`src/rtl/mem_port_arbiter.sv`:
```
// mem_port_arbiter
//   Shares one single-ported instruction/data memory between the IF-stage fetch
//   port and the MEM-stage load/store port. The data port has fixed priority
//   because it carries the older instruction. A registered IDLE/BUSY/RESP FSM
//   drives a req/ack handshake toward memory. stall_o is raised while either
//   requester is waiting for its acknowledge.
//
//   Ports
//     clk_i, rst_i            clock, synchronous active-low reset
//     if_req_i/if_addr_i      fetch request + address (held until if_ack_o)
//     if_rdata_o/if_ack_o     fetched word, 1-cycle completion pulse
//     dm_req_i/dm_we_i        data request, 1=store 0=load (held until dm_ack_o)
//     dm_addr_i/dm_wdata_i    data address, store data
//     dm_rdata_o/dm_ack_o     load data (0 on store), 1-cycle completion pulse
//     mem_req_o/mem_we_o      memory request (held until mem_ack_i), write enable
//     mem_addr_o/mem_wdata_o  memory address, write data
//     mem_rdata_i/mem_ack_i   memory read data, 1-cycle completion
//     stall_o                 combinational pipeline stall
//     err_o                   sticky watchdog timeout flag
//     perf_conf_o/perf_dm_o   performance counters (zero unless enabled)
//
//   Build option: define MEM_PORT_ARBITER_PERF_EN to build the perf counters.
//   TIMEOUT = 0 disables the memory-ack watchdog.
module mem_port_arbiter #(
  parameter int ADDR_W  = 32,
  parameter int DATA_W  = 32,
  parameter int TIMEOUT = 255
) (
  input  logic              clk_i,
  input  logic              rst_i,
  input  logic              if_req_i,
  input  logic [ADDR_W-1:0] if_addr_i,
  output logic [DATA_W-1:0] if_rdata_o,
  output logic              if_ack_o,
  input  logic              dm_req_i,
  input  logic              dm_we_i,
  input  logic [ADDR_W-1:0] dm_addr_i,
  input  logic [DATA_W-1:0] dm_wdata_i,
  output logic [DATA_W-1:0] dm_rdata_o,
  output logic              dm_ack_o,
  output logic              mem_req_o,
  output logic              mem_we_o,
  output logic [ADDR_W-1:0] mem_addr_o,
  output logic [DATA_W-1:0] mem_wdata_o,
  input  logic [DATA_W-1:0] mem_rdata_i,
  input  logic              mem_ack_i,
  output logic              stall_o,
  output logic              err_o,
  output logic [31:0]       perf_conf_o,
  output logic [31:0]       perf_dm_o
);

  typedef enum logic [1:0] {S_IDLE, S_BUSY, S_RESP} state_e;
  typedef enum logic {OWN_IF, OWN_DM} owner_e;

  // Counter must be able to represent TIMEOUT; keep at least one bit when disabled.
  localparam int WD_W = (TIMEOUT > 0) ? $clog2(TIMEOUT + 1) : 1;
  localparam logic [WD_W-1:0] WD_LAST = WD_W'((TIMEOUT > 0) ? TIMEOUT - 1 : 0);

  state_e            state_q, state_d;
  owner_e            owner_q, owner_d;
  logic              mem_req_q, mem_req_d;
  logic              mem_we_q, mem_we_d;
  logic [ADDR_W-1:0] mem_addr_q, mem_addr_d;
  logic [DATA_W-1:0] mem_wdata_q, mem_wdata_d;
  logic              if_ack_q, if_ack_d;
  logic              dm_ack_q, dm_ack_d;
  logic [DATA_W-1:0] if_rdata_q, if_rdata_d;
  logic [DATA_W-1:0] dm_rdata_q, dm_rdata_d;
  logic              err_q, err_d;
  logic [WD_W-1:0]   wd_q, wd_d;

  logic              grant_if, grant_dm, done;
  logic [DATA_W-1:0] cap;

  always_comb begin
    state_d     = state_q;
    owner_d     = owner_q;
    mem_req_d   = mem_req_q;
    mem_we_d    = mem_we_q;
    mem_addr_d  = mem_addr_q;
    mem_wdata_d = mem_wdata_q;
    if_ack_d    = 1'b0;
    dm_ack_d    = 1'b0;
    if_rdata_d  = '0;
    dm_rdata_d  = '0;
    err_d       = err_q;
    wd_d        = wd_q;
    grant_if    = 1'b0;
    grant_dm    = 1'b0;
    done        = 1'b0;
    cap         = '0;

    unique case (state_q)
      S_IDLE: begin
        grant_dm = dm_req_i;
        grant_if = if_req_i & ~dm_req_i;
      end
      S_BUSY: begin
        if (mem_ack_i) begin
          done = 1'b1;
          cap  = mem_we_q ? '0 : mem_rdata_i;
        end else if ((TIMEOUT != 0) && (wd_q == WD_LAST)) begin
          done  = 1'b1;
          err_d = 1'b1;
        end else if (TIMEOUT != 0) begin
          wd_d = wd_q + WD_W'(1);
        end
        if (done) begin
          state_d   = S_RESP;
          mem_req_d = 1'b0;
          mem_we_d  = 1'b0;
          if (owner_q == OWN_IF) begin
            if_ack_d   = 1'b1;
            if_rdata_d = cap;
          end else begin
            dm_ack_d   = 1'b1;
            dm_rdata_d = cap;
          end
        end
      end
      S_RESP: begin
        // Owner's request is still high this cycle; only the other port may be granted.
        state_d  = S_IDLE;
        grant_if = (owner_q == OWN_DM) & if_req_i;
        grant_dm = (owner_q == OWN_IF) & dm_req_i;
      end
      default: state_d = S_IDLE;
    endcase

    if (grant_dm) begin
      state_d     = S_BUSY;
      owner_d     = OWN_DM;
      mem_req_d   = 1'b1;
      mem_we_d    = dm_we_i;
      mem_addr_d  = dm_addr_i;
      mem_wdata_d = dm_wdata_i;
      wd_d        = '0;
    end else if (grant_if) begin
      state_d     = S_BUSY;
      owner_d     = OWN_IF;
      mem_req_d   = 1'b1;
      mem_we_d    = 1'b0;
      mem_addr_d  = if_addr_i;
      mem_wdata_d = '0;
      wd_d        = '0;
    end
  end

  always_ff @(posedge clk_i) begin
    if (!rst_i) begin
      state_q     <= S_IDLE;
      owner_q     <= OWN_IF;
      mem_req_q   <= 1'b0;
      mem_we_q    <= 1'b0;
      mem_addr_q  <= '0;
      mem_wdata_q <= '0;
      if_ack_q    <= 1'b0;
      dm_ack_q    <= 1'b0;
      if_rdata_q  <= '0;
      dm_rdata_q  <= '0;
      err_q       <= 1'b0;
      wd_q        <= '0;
    end else begin
      state_q     <= state_d;
      owner_q     <= owner_d;
      mem_req_q   <= mem_req_d;
      mem_we_q    <= mem_we_d;
      mem_addr_q  <= mem_addr_d;
      mem_wdata_q <= mem_wdata_d;
      if_ack_q    <= if_ack_d;
      dm_ack_q    <= dm_ack_d;
      if_rdata_q  <= if_rdata_d;
      dm_rdata_q  <= dm_rdata_d;
      err_q       <= err_d;
      wd_q        <= wd_d;
    end
  end

  assign mem_req_o   = mem_req_q;
  assign mem_we_o    = mem_we_q;
  assign mem_addr_o  = mem_addr_q;
  assign mem_wdata_o = mem_wdata_q;
  assign if_ack_o    = if_ack_q;
  assign dm_ack_o    = dm_ack_q;
  assign if_rdata_o  = if_rdata_q;
  assign dm_rdata_o  = dm_rdata_q;
  assign err_o       = err_q;
  assign stall_o     = (if_req_i & ~if_ack_q) | (dm_req_i & ~dm_ack_q);

`ifdef MEM_PORT_ARBITER_PERF_EN
  logic [31:0] perf_conf_q, perf_dm_q;

  // Fetch blocked: fetch waiting while the data port owns an active access.
  always_ff @(posedge clk_i) begin
    if (!rst_i) begin
      perf_conf_q <= '0;
      perf_dm_q   <= '0;
    end else begin
      if (if_req_i && (owner_q != OWN_IF) && (state_q != S_IDLE))
        perf_conf_q <= perf_conf_q + 32'd1;
      if (dm_ack_q)
        perf_dm_q <= perf_dm_q + 32'd1;
    end
  end

  assign perf_conf_o = perf_conf_q;
  assign perf_dm_o   = perf_dm_q;
`else
  assign perf_conf_o = '0;
  assign perf_dm_o   = '0;
`endif

endmodule

```
`config.mk`:
```
export PLATFORM = sky130hd
export DESIGN_NAME = mem_port_arbiter
export DESIGN_NICKNAME = d
export VERILOG_FILES = /design/src/rtl/mem_port_arbiter.sv
export SDC_FILE = /design/constraint.sdc
export NUM_CORES = 1
export LEC_CHECK = 0
export ABC_AREA = 1
export BUFFER_PORTS_ARGS = -buffer_cell sky130_fd_sc_hd__buf_2
export CAP_MARGIN = 20
export CORE_AREA = 3 3 128 130
export CTS_CLUSTER_DIAMETER = 100
export DETAILED_ROUTE_END_ITERATION = 12
export DIE_AREA = 0 0 131 133
export PLACE_DENSITY_LB_ADDON = 0.2
export SYNTH_ARGS = -nofsm -noshare
export SYNTH_HDL_FRONTEND = slang
export SYNTH_SLANG_ARGS = --single-unit
```
`constraint.sdc`:
```
create_clock -name clk_i -period 1.61 [get_ports clk_i]
set_clock_uncertainty 0.05 [all_clocks]
set_input_delay 0.161 -clock clk_i [delete_from_list [all_inputs] [get_ports clk_i]]
set_output_delay 0.161 -clock clk_i [all_outputs]
set_load 0.05 [all_outputs]
```
==> out/metrics.cfg <==
[status]
outcome = complete, no violations

[floorplanning]
num_rows = 45
die_x_um = 131
dieArea_mm2 = 0.0174
fp.coreArea_mm2 = 0.0153
ios = 332
start_util_pct = 37.1
die_height_um = 133

[finish]
finalInstanceArea_mm2 = 0.00881
instances_no_fill = 1345
multi_input_area_mm2 = 0.00222
antenna_cells = 0
layout-area-overhead-vs-synth_pct = 55.7
layout_commonest_cell = nand2_1
regArea_mm2 = 0.00288
fillCellCount = 1360
layout_common_cells = nand2_1, buf_2, dfxtp_1
nets = 1258
drive_above_1_share_pct = 30.1

[sta]
rsz0062_at_grt = false
drv_slew = 0
period_needed_ns = 1.43
final.setup.tns_ns = 0
clock.fmax_mhz = 701
min_period_over_period_pct = 88.6
hold_viol = 0
finalWorstSetupSlack_ns = 0.183
setup_viol_count_final = 0

[worst_setup_path]
end_kind = flip-flop
arrival_ns = 1.74
path_max_fanout = 50
path_class = flip-flop to flip-flop
crit_required_ns = 1.92
start_kind = flip-flop

[synthesis]
synth_xor_area_share_pct = 0.464
syn_area_mm2 = 0.00566
ys_ff_latch = 144
muxShareOfSynthArea_pct = 0
synthAdderAreaFrac_pct = 0.442
ys_warn_count = 0
seq_area_frac_synth_pct = 50.9
avgSynthCellArea_um2 = 7.77
synth.distinct_cells = 23
synthSimpleGateAreaFrac_pct = 32.8
synth_top_family_by_area = simple AND/OR/NAND/NOR gates
synth-compound-area-share_pct = 1.19
synthCells = 729

[global_route]
grt_max_degree = 66
grt_overflow = 0
antenna_found_initial = 0
grt_pass1_vias = 5421
track_usage_pct = 18.8
grt_pass1_wl_um = 26000

[cts]
clock_tree.root_cell = clkbuf_16
cts_setup_buffers = 0
htreeDepth = 4
tritoncts = done
worst_skew_pair.late_latency_ns = 0.41
clk_pin_slew_ns = 0.06
cts_buffers = 17
clock-sinks = 144
clockBufferDepth = 2

[place]
portBuffers = 267
gp_congestion = 0.779
dpl.cell_count = 1188
dpl_cell_area_mm2 = 0.00697
pre_cts_ws_ns = 0.149
hpwl_um = 11200

[route]
drt-total-wl_um = 17000
first_iter_violations = 171
postRouteAntennaNets = 0
viasPerCell = 4.18
drcViolationCount = 0
vias = 5623
wl_per_cell_um = 12.7
first_pass_iters = 4

[job]
drv_cap = 0

[worst_hold_path]
holdCritPathClass = input port to flip-flop

[power_and_ir_drop]
finalPower_mw = 9.62
ir_worst_vdd_mv = 0.688
powerDensity_mw_per_mm2 = 1090
p_leak_nw = 4.70

-- state kept, by name (all words and copies together) (netlist names) --
name	cells
owner_q	1
mem_we_o	1
mem_wdata_o	32
mem_req_o	1
state_q	2
mem_addr_o	32
wd_q	8
if_ack_o	1
if_rdata_o	32
dm_ack_o	1
dm_rdata_o	32
err_o	1
-- where the power goes --
part	switching, mW	internal, mW
combinational	1.40	0.599
clock	1.51	2.32
sequential	0.0801	3.72
-- repair_timing --
item                       in CTS  in global routing
setup endpoints to repair       0                 30
resized for setup               0                  1
hold endpoints to repair      129                  0
hold buffers                  126                  0
-- layout make-up --
| class | instances | area share, % |
|---|---|---|
| well taps | 211 | 3.00 |
| clock inverters | 12 | 1.53 |
| flip-flops and latches | 144 | 32.7 |
| inverters | 19 | 0.809 |
| clock buffers | 19 | 5.03 |
| multi-input cells | 532 | 25.2 |
| repair buffers | 408 | 31.7 |
-- cell usage after synthesis (all sizes together) --
cell type	n	share of area, %
buf	91	12
nor2	79	5.6
xnor2	1	0.15
nand4	2	0.75
inv	19	1.3
o22ai	1	0.11
a31oi	1	0.11
conb	1	0.066
nand2	332	23
a21oi	11	0.97
xor2	2	0.31
clkbuf	6	0.40
dfxtp	144	51
ha	2	0.44
nand3	37	3.5
-- final timing paths --
kind / startpoint / end / slack (ns) / cells after the start
worst min register to register: mem_wdata_o[18]$_SDFFE_PN0P_ / mem_wdata_o[18]$_SDFFE_PN0P_ / 0.39 / 2
worst max-delay path: owner_q$_SDFFE_PN0P_ / mem_wdata_o[3]$_SDFFE_PN0P_ / 0.18 / 7
worst min-delay path: dm_addr_i[11] / mem_addr_o[11]$_SDFFE_PN0P_ / 0.03 / 5
worst max register to register: owner_q$_SDFFE_PN0P_ / mem_wdata_o[3]$_SDFFE_PN0P_ / 0.18 / 7
-- per-stage QoR --
step / hold WS (ns) / util, %
2_1_floorplan: 0.249 / -
3_3_place_gp: 0.334 / 45.7
3_5_place_dp: 0.338 / 45.7
4_1_cts: 0.00128 / 57.7
5_1_grt: 0.0538 / 57.8
6_report: 0.0257 / 57.8
-- critical path: stages, from the launching register on --
cell and delay [ns]:
dfxtp_1 0.43, nand2_2 0.10, nand3_4 0.14, nand2_4 0.09, nor2_4 0.14, buf_12 0.25, nand2_1 0.10, nand2_1 0.07
-- logic make-up (layout without fill, tap and decap cells) --
kind of cell | count (synthesis) | count (layout)
xor gates and xnor gates | 3 | 3
buffers and inverters | 116 | 458
DFF | 144 | 144
and+or+nand+nor | 450 | 450
AOI/OAI and AO/OA | 13 | 13
other | 1 | 64
adders and majority gates | 2 | 2
-- metal layers --
layer | wire, um | GRT usage, %
met2 | 8570 | 32.4
met1 | 6750 | 21.3
met5 | 0 | 0
met4 | 251 | 6.11
met3 | 1470 | 6.66
Power figures use the tool's default switching activity.
